**config.mk**
```make
export PLATFORM = sky130hd
export DESIGN_NAME = rx_frame_sequencer
export DESIGN_NICKNAME = d
export VERILOG_FILES = /design/src/rtl/rx_frame_sequencer.sv
export SDC_FILE = /design/constraint.sdc
export NUM_CORES = 1
export LEC_CHECK = 0
export ABC_CLOCK_PERIOD_IN_PS = 1450
export BUFFER_PORTS_ARGS = -buffer_cell sky130_fd_sc_hd__buf_2
export CAP_MARGIN = 15
export CORE_MARGIN = 3
export CORE_UTILIZATION = 50
export CTS_BUF_LIST = sky130_fd_sc_hd__clkbuf_8 sky130_fd_sc_hd__clkbuf_16
export CTS_CLUSTER_DIAMETER = 60
export DETAILED_ROUTE_END_ITERATION = 6
export PLACE_DENSITY_LB_ADDON = 0.12
export SKIP_LAST_GASP = 1
export SLEW_MARGIN = 10
export SYNTH_ARGS = -nofsm -noshare
export SYNTH_HDL_FRONTEND = slang
export SYNTH_SLANG_ARGS = --single-unit
```
**constraint.sdc**
```tcl
create_clock -name clk -period 1.45 [get_ports clk]
set_clock_uncertainty 0.05 [all_clocks]
set_input_delay 0.0725 -clock clk [delete_from_list [all_inputs] [get_ports clk]]
set_output_delay 0.0725 -clock clk [all_outputs]
set_load 0.05 [all_outputs]
```
**src/rtl/rx_frame_sequencer.sv**
```systemverilog
`default_nettype none
// ============================================================================
//  Module   : rx_frame_sequencer
//  Brief    : Serial receive controller. Detects the start bit, samples data
//             bits LSB first at mid-bit, checks the stop bit and delivers
//             each byte through a valid/ready handshake. Reports frame
//             errors (one-cycle pulse) and overruns (sticky).
//  Revision : 1.0 - initial release
// ============================================================================
module rx_frame_sequencer #(
    parameter int DATA_BITS    = 8,
    parameter int CLKS_PER_BIT = 8
) (
    input  logic                 clk,
    input  logic                 rst,
    input  logic                 rx_in,
    input  logic                 rx_ready,
    input  logic                 err_clr,
    output logic [DATA_BITS-1:0] rx_data,
    output logic                 rx_valid,
    output logic                 frame_err,
    output logic                 overrun,
    output logic                 busy
);

    localparam int C_CNT_W = (CLKS_PER_BIT > 1) ? $clog2(CLKS_PER_BIT) : 1;
    localparam int C_BIT_W = (DATA_BITS > 1) ? $clog2(DATA_BITS) : 1;

    localparam logic [C_CNT_W-1:0] C_HALF_LAST = C_CNT_W'(CLKS_PER_BIT / 2 - 1);
    localparam logic [C_CNT_W-1:0] C_FULL_LAST = C_CNT_W'(CLKS_PER_BIT - 1);
    localparam logic [C_BIT_W-1:0] C_LAST_BIT  = C_BIT_W'(DATA_BITS - 1);
    localparam logic [C_CNT_W-1:0] C_CNT_ONE   = C_CNT_W'(1);
    localparam logic [C_BIT_W-1:0] C_BIT_ONE   = C_BIT_W'(1);

    localparam logic [2:0] S_IDLE  = 3'd0;
    localparam logic [2:0] S_START = 3'd1;
    localparam logic [2:0] S_DATA  = 3'd2;
    localparam logic [2:0] S_STOP  = 3'd3;
    localparam logic [2:0] S_BREAK = 3'd4;

    logic [2:0]           r_state;
    logic [2:0]           w_next_state;
    logic [C_CNT_W-1:0]   r_clk_cnt;
    logic [C_BIT_W-1:0]   r_bit_cnt;
    logic [DATA_BITS-1:0] r_shift;
    logic [DATA_BITS-1:0] r_rx_data;
    logic                 r_rx_valid;
    logic                 r_frame_err;
    logic                 r_overrun;

    logic w_half_done;
    logic w_bit_done;
    logic w_clk_inc;
    logic w_clk_clr;
    logic w_bit_inc;
    logic w_bit_clr;
    logic w_shift_en;
    logic w_good_stop;
    logic w_bad_stop;
    logic w_accept;
    logic w_load;
    logic w_drop;

    assign w_half_done = (r_clk_cnt == C_HALF_LAST);
    assign w_bit_done  = (r_clk_cnt == C_FULL_LAST);

    // State register
    always_ff @(posedge clk) begin
        if (rst) begin
            r_state <= S_IDLE;
        end else begin
            r_state <= w_next_state;
        end
    end

    // Next-state decode: start qualification, bit walk, stop check, break wait
    always_comb begin
        w_next_state = r_state;
        case (r_state)
            S_IDLE: begin
                if (!rx_in) begin
                    w_next_state = S_START;
                end
            end
            S_START: begin
                if (w_half_done) begin
                    w_next_state = rx_in ? S_IDLE : S_DATA;
                end
            end
            S_DATA: begin
                if (w_bit_done && (r_bit_cnt == C_LAST_BIT)) begin
                    w_next_state = S_STOP;
                end
            end
            S_STOP: begin
                if (w_bit_done) begin
                    w_next_state = rx_in ? S_IDLE : S_BREAK;
                end
            end
            S_BREAK: begin
                if (rx_in) begin
                    w_next_state = S_IDLE;
                end
            end
            default: begin
                w_next_state = S_IDLE;
            end
        endcase
    end

    // Output decode: counter/shift strobes, stop-bit verdict and busy
    always_comb begin
        w_clk_inc   = 1'b0;
        w_clk_clr   = 1'b0;
        w_bit_inc   = 1'b0;
        w_bit_clr   = 1'b0;
        w_shift_en  = 1'b0;
        w_good_stop = 1'b0;
        w_bad_stop  = 1'b0;
        busy        = (r_state != S_IDLE);
        case (r_state)
            S_START: begin
                if (w_half_done) begin
                    w_clk_clr = 1'b1;
                end else begin
                    w_clk_inc = 1'b1;
                end
            end
            S_DATA: begin
                if (w_bit_done) begin
                    w_clk_clr  = 1'b1;
                    w_shift_en = 1'b1;
                    if (r_bit_cnt == C_LAST_BIT) begin
                        w_bit_clr = 1'b1;
                    end else begin
                        w_bit_inc = 1'b1;
                    end
                end else begin
                    w_clk_inc = 1'b1;
                end
            end
            S_STOP: begin
                if (w_bit_done) begin
                    w_clk_clr   = 1'b1;
                    w_good_stop = rx_in;
                    w_bad_stop  = ~rx_in;
                end else begin
                    w_clk_inc = 1'b1;
                end
            end
            default: begin
                // IDLE and BREAK keep both counters parked at zero
                w_clk_clr = 1'b1;
                w_bit_clr = 1'b1;
            end
        endcase
    end

    // Bit timing counters and LSB-first shift register
    always_ff @(posedge clk) begin
        if (rst) begin
            r_clk_cnt <= '0;
            r_bit_cnt <= '0;
            r_shift   <= '0;
        end else begin
            if (w_clk_clr) begin
                r_clk_cnt <= '0;
            end else if (w_clk_inc) begin
                r_clk_cnt <= r_clk_cnt + C_CNT_ONE;
            end
            if (w_bit_clr) begin
                r_bit_cnt <= '0;
            end else if (w_bit_inc) begin
                r_bit_cnt <= r_bit_cnt + C_BIT_ONE;
            end
            if (w_shift_en) begin
                r_shift <= {rx_in, r_shift[DATA_BITS-1:1]};
            end
        end
    end

    // A good stop may load only when the buffer is empty or drained this cycle
    assign w_accept = r_rx_valid & rx_ready;
    assign w_load   = w_good_stop & (~r_rx_valid | rx_ready);
    assign w_drop   = w_good_stop & r_rx_valid & ~rx_ready;

    // Output buffer, handshake and error flags
    always_ff @(posedge clk) begin
        if (rst) begin
            r_rx_data   <= '0;
            r_rx_valid  <= 1'b0;
            r_frame_err <= 1'b0;
            r_overrun   <= 1'b0;
        end else begin
            if (w_load) begin
                r_rx_data  <= r_shift;
                r_rx_valid <= 1'b1;
            end else if (w_accept) begin
                r_rx_valid <= 1'b0;
            end
            // A new drop outranks a simultaneous clear
            if (w_drop) begin
                r_overrun <= 1'b1;
            end else if (err_clr) begin
                r_overrun <= 1'b0;
            end
            r_frame_err <= w_bad_stop;
        end
    end

    assign rx_data   = r_rx_data;
    assign rx_valid  = r_rx_valid;
    assign frame_err = r_frame_err;
    assign overrun   = r_overrun;

endmodule
`default_nettype wire

```
==> flow_summary.json, run 1 <==
{
  "dpl.cell_count": 172,
  "clkSinkCount": 28,
  "route.detailed.drc": 0,
  "grt_pass1_wl_mm": 3.90,
  "synth_edf_count": 0,
  "crit_buf_inv": 1,
  "cellPowerDensity_nw_per_um2": 854,
  "ys_types": 32,
  "grt_overflow": 0,
  "arrival_ns": 1.68,
  "violations": "negative setup slack",
  "maxCapViolations": 0,
  "portBuffers": 16,
  "synth_seq_cells": 28,
  "crit_top_cell": "ha_4",
  "required_ns": 1.59,
  "pre_cts_slack_ns": -0.0438,
  "status": "finished, violations left",
  "via_count": 931,
  "whs_ns": 0.0384,
  "grtUsageTotal": 0.153,
  "areaGrowthSynthToFinish_pct": 15.7,
  "h-tree-depth": 1,
  "crit_family": "multiplexers",
  "yosys_most_used_dff": "dfxtp_1",
  "power.leakage_nw": 0.568,
  "seq_area_sq_um": 568,
  "syn_area_per_cell_sq_um": 9.43,
  "synth.cell_area_sq_um": 1250,
  "grt_antenna_before_repair": 0,
  "cp_slowest_cell": "mux4_2",
  "row_count": 17,
  "grt_max_degree": 32,
  "cts_tree": "done",
  "die_x_microns": 56.1,
  "clock-root-buffer": "clkbuf_8",
  "cp_cell_sequence": "ha_4 -> ha_4 -> buf_2 -> mux4_2 -> nor3_1",
  "worst_ir_drop_vdd_uv": 571,
  "cp-end-kind": "flip-flop",
  "final_nets": 161,
  "cts_buffer_depth": 2,
  "core_sq_um": 2300,
  "cp_max_fo": 6,
  "syn_inst": 133,
  "clk-insertion-delay-late_ns": 0.27,
  "grt_pass1_vias": 941,
  "fillers": 194,
  "ys_async_sr_fraction": 0,
  "globalplace.congestion": 0.719,
  "final_cells": 177,
  "rsz0062_at_grt": "true",
  "first_pass_iters": 4,
  "dp_hpwl_mm": 1.55,
  "multi_input_area_sq_um": 656,
  "initial_utilization": 0.546,
  "cpPeakStageDelay_ns": 0.47,
  "fin_crit_sh": 1.06,
  "boundaryPins": 17,
  "via_per_inst": 5.26,
  "drive_gt1_frac": 0.282,
  "timing.final.crit_period_ns": 1.54,
  "worstSetupPathType": "flip-flop to flip-flop",
  "routed_wirelength_mm": 2.21,
  "setup_viol_count_final": 8,
  "postRouteAntennaNets": 0,
  "layout_setup_ws_ns": -0.0913,
  "cp-start-kind": "flip-flop",
  "seq_area_frac_synth": 0.447,
  "cts_buffers": 3,
  "ys_warn_count": 0,
  "drtIter0Drc": 39,
  "tightest_slew_ns": 0.451,
  "clk_pin_slew_ns": 0.09,
  "dieArea_sq_um": 3140,
  "hold_viol": 0,
  "finalMaxSlewViolations": 0,
  "relSlewSlack": 0.699,
  "fmax_mhz": 649,
  "synthesis.nets": 143,
  "dieHeight_microns": 56.1,
  "diodes": 0,
  "wl_per_cell_microns": 12.5,
  "hold_path.class": "primary input to flip-flop"
}
## stage by stage
step | total power [mW] | TNS (ns) | util | cell area, sq um
2_1_floorplan | 0.842 | -0.181 | - | 1280
3_3_place_gp | 0.851 | -0.0124 | 0.603 | 1390
3_5_place_dp | 0.854 | -0.311 | 0.603 | 1390
4_1_cts | 1.26 | -0.356 | 0.622 | 1430
5_1_grt | 1.29 | -1.51 | 0.631 | 1450
6_report | 1.24 | -0.159 | 0.631 | 1450
## synth_stat cells (all sizes together) (4+ instances only)
master   n  area (sq um)
a21oi   11          55.1
buf      5          38.8
clkbuf   4          15.0
dfxtp   28           561
ha       5          62.6
inv      4          15.0
mux2i    8          80.1
nand2   16          60.1
nand2b  16           100
nor2     9          33.8
nor3     6          41.3
o21ai    4          20.0
## kinds of logic after synthesis
logic type               share of synthesized area
multiplexers                                0.0818
AO/OA/AOI/OAI                               0.0778
adder cells (fa/ha/maj)                     0.0499
flip-flops                                   0.447
XOR/XNOR                                    0.0140
AND/OR/NAND/NOR                              0.274
buffers and inverters                       0.0549
## cells in the final DEF, fill, tap and decap left out
cell type,synthesis,routed
a32oi_1,1,1
nand4bb_1,1,1
and4b_2,1,1
and2b_2,1,1
nor3_4,1,1
o21ai_2,0,1
nor2_1,9,9
ha_2,0,1
clkbuf_8,0,3
a21boi_0,1,1
mux2i_1,8,8
nor2b_1,1,1
dfxtp_1,28,22
buf_12,0,1
a31oi_1,1,1
nand3b_1,1,1
ha_4,0,2
nand2b_1,16,16
xor2_1,1,1
or3_1,1,1
o21ai_0,4,3
and3_2,1,1
xnor2_1,1,1
nor4_1,1,1
buf_4,3,4
nand2_1,16,16
ha_1,5,2
a21oi_1,11,11
inv_1,4,4
dfxtp_2,0,6
nor3_1,5,5
mux4_2,1,1
nor3b_1,1,1
nand4b_4,1,1
buf_2,1,17
and4bb_2,1,1
## routing by layer
layer | up-vias | routed length, microns | GRT usage
li1 | 482 | - | -
met1 | 424 | 1030 | 0.177
met2 | 23 | 1060 | 0.267
met3 | 2 | 106 | 0.0487
met4 | 0 | 12 | 0.0441
met5 | - | 0 | 0
## sequential cells by signal (all words and copies together), names as in the netlist
name and count:
r_shift 8, rx_data 8, r_bit_cnt 3, r_clk_cnt 3
r_state 3, frame_err 1, overrun 1, rx_valid 1
## path summary, 6_finish.rpt
check	start	end	slack, ns	cells after the start
setup / recovery	r_clk_cnt[0]	r_state[0]	-0.09	5
hold / removal	rx_in	frame_err	0.04	2
setup reg to reg	r_clk_cnt[0]	r_state[0]	-0.09	5
hold reg to reg	r_clk_cnt[0]	r_clk_cnt[0]	0.38	1
## repair_timing
action,CTS,global route
gates resized for setup,3,6
pin swaps,1,1
hold buffers,0,0
endpoints found under the hold margin,0,0
setup endpoints to repair,15,21
setup buffers,0,2
## cell type report
class | count | area share
inverter | 4 | 0.0104
sequential | 28 | 0.392
timing repair buffer | 22 | 0.0932
multi-input combinational | 92 | 0.452
tap | 28 | 0.0242
clock buffer | 3 | 0.0285
## power breakdown
group / internal, mW / switching (mW)
logic: 0.0225 / 0.0329
clock network: 0.186 / 0.216
registers: 0.773 / 0.00808
No activity file was read; power rests on OpenSTA's default activity.
==> inputs of run 2 (changes only) <==
--- a/config.mk
+++ b/config.mk
@@ -5,15 +5,16 @@
 export SDC_FILE = /design/constraint.sdc
 export NUM_CORES = 1
 export LEC_CHECK = 0
-export ABC_CLOCK_PERIOD_IN_PS = 1450
+export ABC_CLOCK_PERIOD_IN_PS = 1600
 export BUFFER_PORTS_ARGS = -buffer_cell sky130_fd_sc_hd__buf_2
 export CAP_MARGIN = 15
 export CORE_MARGIN = 3
-export CORE_UTILIZATION = 50
+export CORE_UTILIZATION = 55
 export CTS_BUF_LIST = sky130_fd_sc_hd__clkbuf_8 sky130_fd_sc_hd__clkbuf_16
 export CTS_CLUSTER_DIAMETER = 60
 export DETAILED_ROUTE_END_ITERATION = 6
 export PLACE_DENSITY_LB_ADDON = 0.12
+export RECOVER_POWER = 100
 export SKIP_LAST_GASP = 1
 export SLEW_MARGIN = 10
 export SYNTH_ARGS = -nofsm -noshare
==> constraint.sdc (replaced) <==
create_clock -name clk -period 1.6 [get_ports clk]
set_clock_uncertainty 0.05 [all_clocks]
set_input_delay 0.08 -clock clk [delete_from_list [all_inputs] [get_ports clk]]
set_output_delay 0.08 -clock clk [all_outputs]
set_load 0.05 [all_outputs]
==> flow_summary.json, run 2 (synthesized netlist as in run 1, its figures left out) <==
{
  "layout.cells.most_common": "dfxtp_1",
  "dpl.cell_count": 170,
  "clk_pin_slew_ns": 0.09,
  "drtIter0Drc": 9,
  "layout_setup_ws_ns": 0.0668,
  "fillers": 167,
  "cp_slowest_cell": "mux4_2",
  "finalMaxSlewViolations": 0,
  "fmax_mhz": 652,
  "cp-end-kind": "flip-flop",
  "rsz0062_at_grt": "false",
  "multi_input_area_sq_um": 646,
  "timing.final.crit_period_ns": 1.53,
  "hold_end": "r_state[2]",
  "grt_pass1_vias": 830,
  "core_sq_um": 2060,
  "timing.rr.end": "r_state[0]",
  "grt_max_degree": 32,
  "hold_viol": 0,
  "h-tree-depth": 1,
  "tns_ns": 0,
  "clock-root-buffer": "clkbuf_8",
  "cp_max_fo": 6,
  "maxCapViolations": 0,
  "grt_pass1_wl_mm": 3.39,
  "hold_path.class": "primary input to flip-flop",
  "whs_path_depth": 2,
  "dp_hpwl_mm": 1.42,
  "final_cells": 175,
  "postRouteAntennaNets": 0,
  "areaGrowthSynthToFinish_pct": 12.4,
  "cellPowerDensity_nw_per_um2": 837,
  "cts-hold-fix-buffers": 0,
  "pre_cts_slack_ns": -0.00302,
  "power.leakage_nw": 0.505,
  "cp-start-kind": "flip-flop",
  "rr_startpoint": "r_clk_cnt[0]",
  "routed_wirelength_mm": 2.03,
  "route.detailed.drc": 0,
  "clk-insertion-delay-late_ns": 0.26,
  "boundaryPins": 17,
  "rrSetupSlack_ns": 0.07,
  "dieHeight_microns": 53.7,
  "diodes": 0,
  "worstSetupPathType": "flip-flop to flip-flop",
  "cp_cell_sequence": "ha_2 -> ha_4 -> clkbuf_1 -> mux4_2 -> nor3_2",
  "arrival_ns": 1.68,
  "grt_antenna_before_repair": 0,
  "tightest_slew_ns": 0.599,
  "die_x_microns": 53.7,
  "final_nets": 159,
  "dieArea_sq_um": 2890,
  "holdCritStartpoint": "rx_in",
  "via_per_inst": 5.16,
  "crit_family": "multiplexers",
  "wl_per_cell_microns": 11.6,
  "row_count": 16,
  "status": "complete, no violations",
  "seq_area_sq_um": 562,
  "via_count": 903,
  "drive_gt1_frac": 0.142,
  "portBuffers": 16,
  "setup_viol_count_final": 0,
  "fin_crit_sh": 0.958,
  "initial_utilization": 0.608,
  "grt_overflow": 0,
  "r2r.worst_path.cells": 5,
  "path_depth": 5,
  "worst_ir_drop_vdd_uv": 477,
  "grtUsageTotal": 0.157,
  "globalplace.congestion": 0.707,
  "first_pass_iters": 4,
  "final_cell_mix": "dfxtp_1, nand2_1, nand2b_1",
  "relSlewSlack": 0.602,
  "final_core_util": 0.683,
  "crit_buf_inv": 1,
  "cts_buffer_depth": 2,
  "power_mw": 1.18,
  "cts_tree": "done",
  "cts_buffers": 3,
  "cpPeakStageDelay_ns": 0.48,
  "clkSinkCount": 28,
  "required_ns": 1.75
}
-- run 2: changes by cell type in the layout (fill, tap and decap cells not counted), sizes merged --
cell    before  now
buf         22    5
clkbuf       3   19
-- run 2: how the worst max path moves through the flow --
stage / slack, ns / startpoint / end
2_1_floorplan: 0.02 / r_clk_cnt[0] / rx_data[0]
3_3_place_gp: 0.04 / r_clk_cnt[0] / rx_data[2]
3_5_place_dp: -0.003 / r_clk_cnt[0] / rx_data[1]
4_1_cts: 0.03 / r_clk_cnt[0] / rx_data[1]
5_1_grt: 0.002 / r_clk_cnt[0] / r_bit_cnt[1]
6_report: 0.07 / r_clk_cnt[0] / r_state[0]
-- run 2: where the power goes --
part	switching, mW	leakage, nW	internal (mW)	total [mW]
registers	0.00679	0.226	0.700	0.707
logic	0.0292	0.250	0.0197	0.0489
clock network	0.204	0.0288	0.220	0.424
-- run 2: area by class of cell --
type	instances	share of cell area
inverter	4	0.0107
multi-input combinational	92	0.458
timing repair buffer	20	0.0693
clock buffer	4	0.0391
tap	27	0.0240
sequential	28	0.399
-- run 2: per-layer routing --
metal / global-route usage / vias up / wire length [microns]
li1: - / 475 / -
met1: 0.204 / 413 / 1010
met2: 0.264 / 13 / 933
met3: 0.0166 / 2 / 71
met4: 0.0638 / 0 / 9
met5: 0 / - / 0
-- run 2: through the flow --
step	hold slack, ns	instance area (sq um)
2_1_floorplan	0.201	1260
3_3_place_gp	0.309	1350
3_5_place_dp	0.315	1350
4_1_cts	0.0290	1420
5_1_grt	0.0342	1410
6_report	0.0328	1410
-- run 2: repair_timing --
action,4_1_cts,5_1_grt
endpoints found under the setup margin,4,20
gates resized for setup,1,5
buffers inserted,0,1
pin swaps,0,1
==> inputs of run 3 (changes only) <==
--- a/config.mk
+++ b/config.mk
@@ -8,9 +8,9 @@
 export ABC_CLOCK_PERIOD_IN_PS = 1600
 export BUFFER_PORTS_ARGS = -buffer_cell sky130_fd_sc_hd__buf_2
 export CAP_MARGIN = 15
+export CORE_ASPECT_RATIO = 1.75
 export CORE_MARGIN = 3
 export CORE_UTILIZATION = 55
-export CTS_BUF_LIST = sky130_fd_sc_hd__clkbuf_8 sky130_fd_sc_hd__clkbuf_16
 export CTS_CLUSTER_DIAMETER = 60
 export DETAILED_ROUTE_END_ITERATION = 6
 export PLACE_DENSITY_LB_ADDON = 0.12
==> flow_summary.json, run 3 (synthesized netlist as in run 1, its figures left out) <==
{
  "status": "complete, no violations",
  "pre_cts_slack_ns": -0.0585,
  "cts_buffers": 3,
  "fin_area_sq_um": 1430,
  "areaGrowthSynthToFinish_pct": 13.9,
  "grt_max_degree": 32,
  "clk_pin_slew_ns": 0.14,
  "dieArea_sq_um": 2910,
  "worstSetupPathType": "flip-flop to flip-flop",
  "cts_buffer_depth": 2,
  "drive_gt1_frac": 0.180,
  "fillers": 183,
  "arrival_ns": 1.77,
  "grt_pass1_vias": 878,
  "multi_input_area_sq_um": 652,
  "row_count": 22,
  "cp-start-kind": "flip-flop",
  "postRouteAntennaNets": 0,
  "timing.final.crit_period_ns": 1.56,
  "core_sq_um": 2120,
  "cts_tree": "done",
  "setup_viol_count_final": 0,
  "cellPowerDensity_nw_per_um2": 773,
  "grt_antenna_before_repair": 0,
  "layout.cells.most_common": "dfxtp_1",
  "final_nets": 161,
  "diodes": 0,
  "wl_per_cell_microns": 12.3,
  "dpl.cell_count": 166,
  "h-tree-depth": 1,
  "fin_crit_sh": 0.973,
  "cp_slowest_cell": "mux4_2",
  "whs_ns": 0.0688,
  "routed_wirelength_mm": 2.14,
  "drtIter0Drc": 33,
  "hold_path.class": "primary input to flip-flop",
  "final_cells": 174,
  "tightest_slew_ns": 0.609,
  "grt_overflow": 0,
  "relSlewSlack": 0.596,
  "initial_utilization": 0.591,
  "whs_path_depth": 4,
  "cpPeakStageDelay_ns": 0.45,
  "clkSinkCount": 28,
  "grtUsageTotal": 0.162,
  "via_per_inst": 5.33,
  "finalMaxSlewViolations": 0,
  "rrSetupSlack_ns": 0.04,
  "worst_ir_drop_vdd_uv": 502,
  "globalplace.congestion": 0.761,
  "portBuffers": 16,
  "seq_area_sq_um": 566,
  "route.detailed.drc": 0,
  "fmax_mhz": 642,
  "die_x_microns": 42.1,
  "power.leakage_nw": 0.517,
  "dieHeight_microns": 69.2,
  "cp_cell_sequence": "ha_4 -> ha_4 -> buf_4 -> mux4_2 -> nor3_1",
  "cp_max_fo": 8,
  "post_dp_cell_area_sq_um": 1340,
  "maxCapViolations": 0,
  "clk-insertion-delay-late_ns": 0.33,
  "via_count": 927,
  "cp-end-kind": "flip-flop",
  "rsz0062_at_grt": "true",
  "first_pass_iters": 4,
  "hold_viol": 0,
  "final_cell_mix": "dfxtp_1, nand2_1, nand2b_1",
  "dp_hpwl_mm": 1.52,
  "crit_top_cell": "ha_4",
  "boundaryPins": 17,
  "layout_setup_ws_ns": 0.0434,
  "clock-root-buffer": "clkbuf_4",
  "grt_pass1_wl_mm": 3.73,
  "final_core_util": 0.674,
  "r2r.worst_path.cells": 5,
  "required_ns": 1.81
}
## run 3: changes by cell type in the layout (fill, tap and decap cells not counted), moves of 2 or more
cell           change
clkbuf_1           -3
clkbuf_4           +3
dfxtp_1            -3
clkbuf_8           -3
dfxtp_2            +3
buf_4              +3
dlygate4sd3_1      +2
## run 3: layer usage
metal | part of all wire | up-vias | track usage | wire length (microns)
li1 | - | 479 | - | -
met1 | 0.42 | 423 | 0.171 | 900
met2 | 0.51 | 18 | 0.297 | 1100
met3 | 0.032 | 7 | 0.0157 | 68
met4 | 0.032 | 0 | 0.0934 | 68
met5 | 0 | - | 0 | 0
## run 3: area by class of cell
| cell class | count | area share |
|---|---|---|
| clock buffers | 4 | 0.0254 |
| inverters | 4 | 0.0105 |
| multi-input cells | 92 | 0.457 |
| flip-flops and latches | 28 | 0.396 |
| well taps | 24 | 0.0210 |
| repair buffers | 22 | 0.0903 |
## run 3: critical path, delay by kind of cell, from the launching register on
| kind | cells | cell delay [ns] |
|---|---|---|
| adders and majority gates | 2 | 0.35 |
| buffers and inverters | 1 | 0.14 |
| DFF | 1 | 0.36 |
| muxes | 1 | 0.45 |
| and+or+nand+nor | 1 | 0.14 |
## run 3: timing repair
item | CTS | global route
hold buffers | 2 | 0
endpoints found under the setup margin | 15 | 16
pin swaps | 1 | 2
buffers inserted | 0 | 2
gates resized for setup | 2 | 6
hold endpoints to repair | 4 | 0
gates cloned | 0 | 0
## run 3: worst paths after layout
kind | start | to
max reg2reg | r_clk_cnt[0] | r_state[0]
min reg2reg | r_shift[0] | r_shift[0]
min | rx_ready | rx_valid
max | r_clk_cnt[0] | r_state[0]
## run 3: power by group
part	switching, mW	total, mW	internal (mW)
sequential	0.00780	0.709	0.702
combinational	0.0293	0.0538	0.0245
clock	0.201	0.341	0.140
total	0.238	1.10	0.866
## run 3: through the flow
step | TNS (ns) | total power [mW]
floorplan | 0 | 0.762
global placement | 0 | 0.769
detailed placement | -0.316 | 0.770
CTS | 0 | 1.12
global route | -0.00729 | 1.15
finish | 0 | 1.10
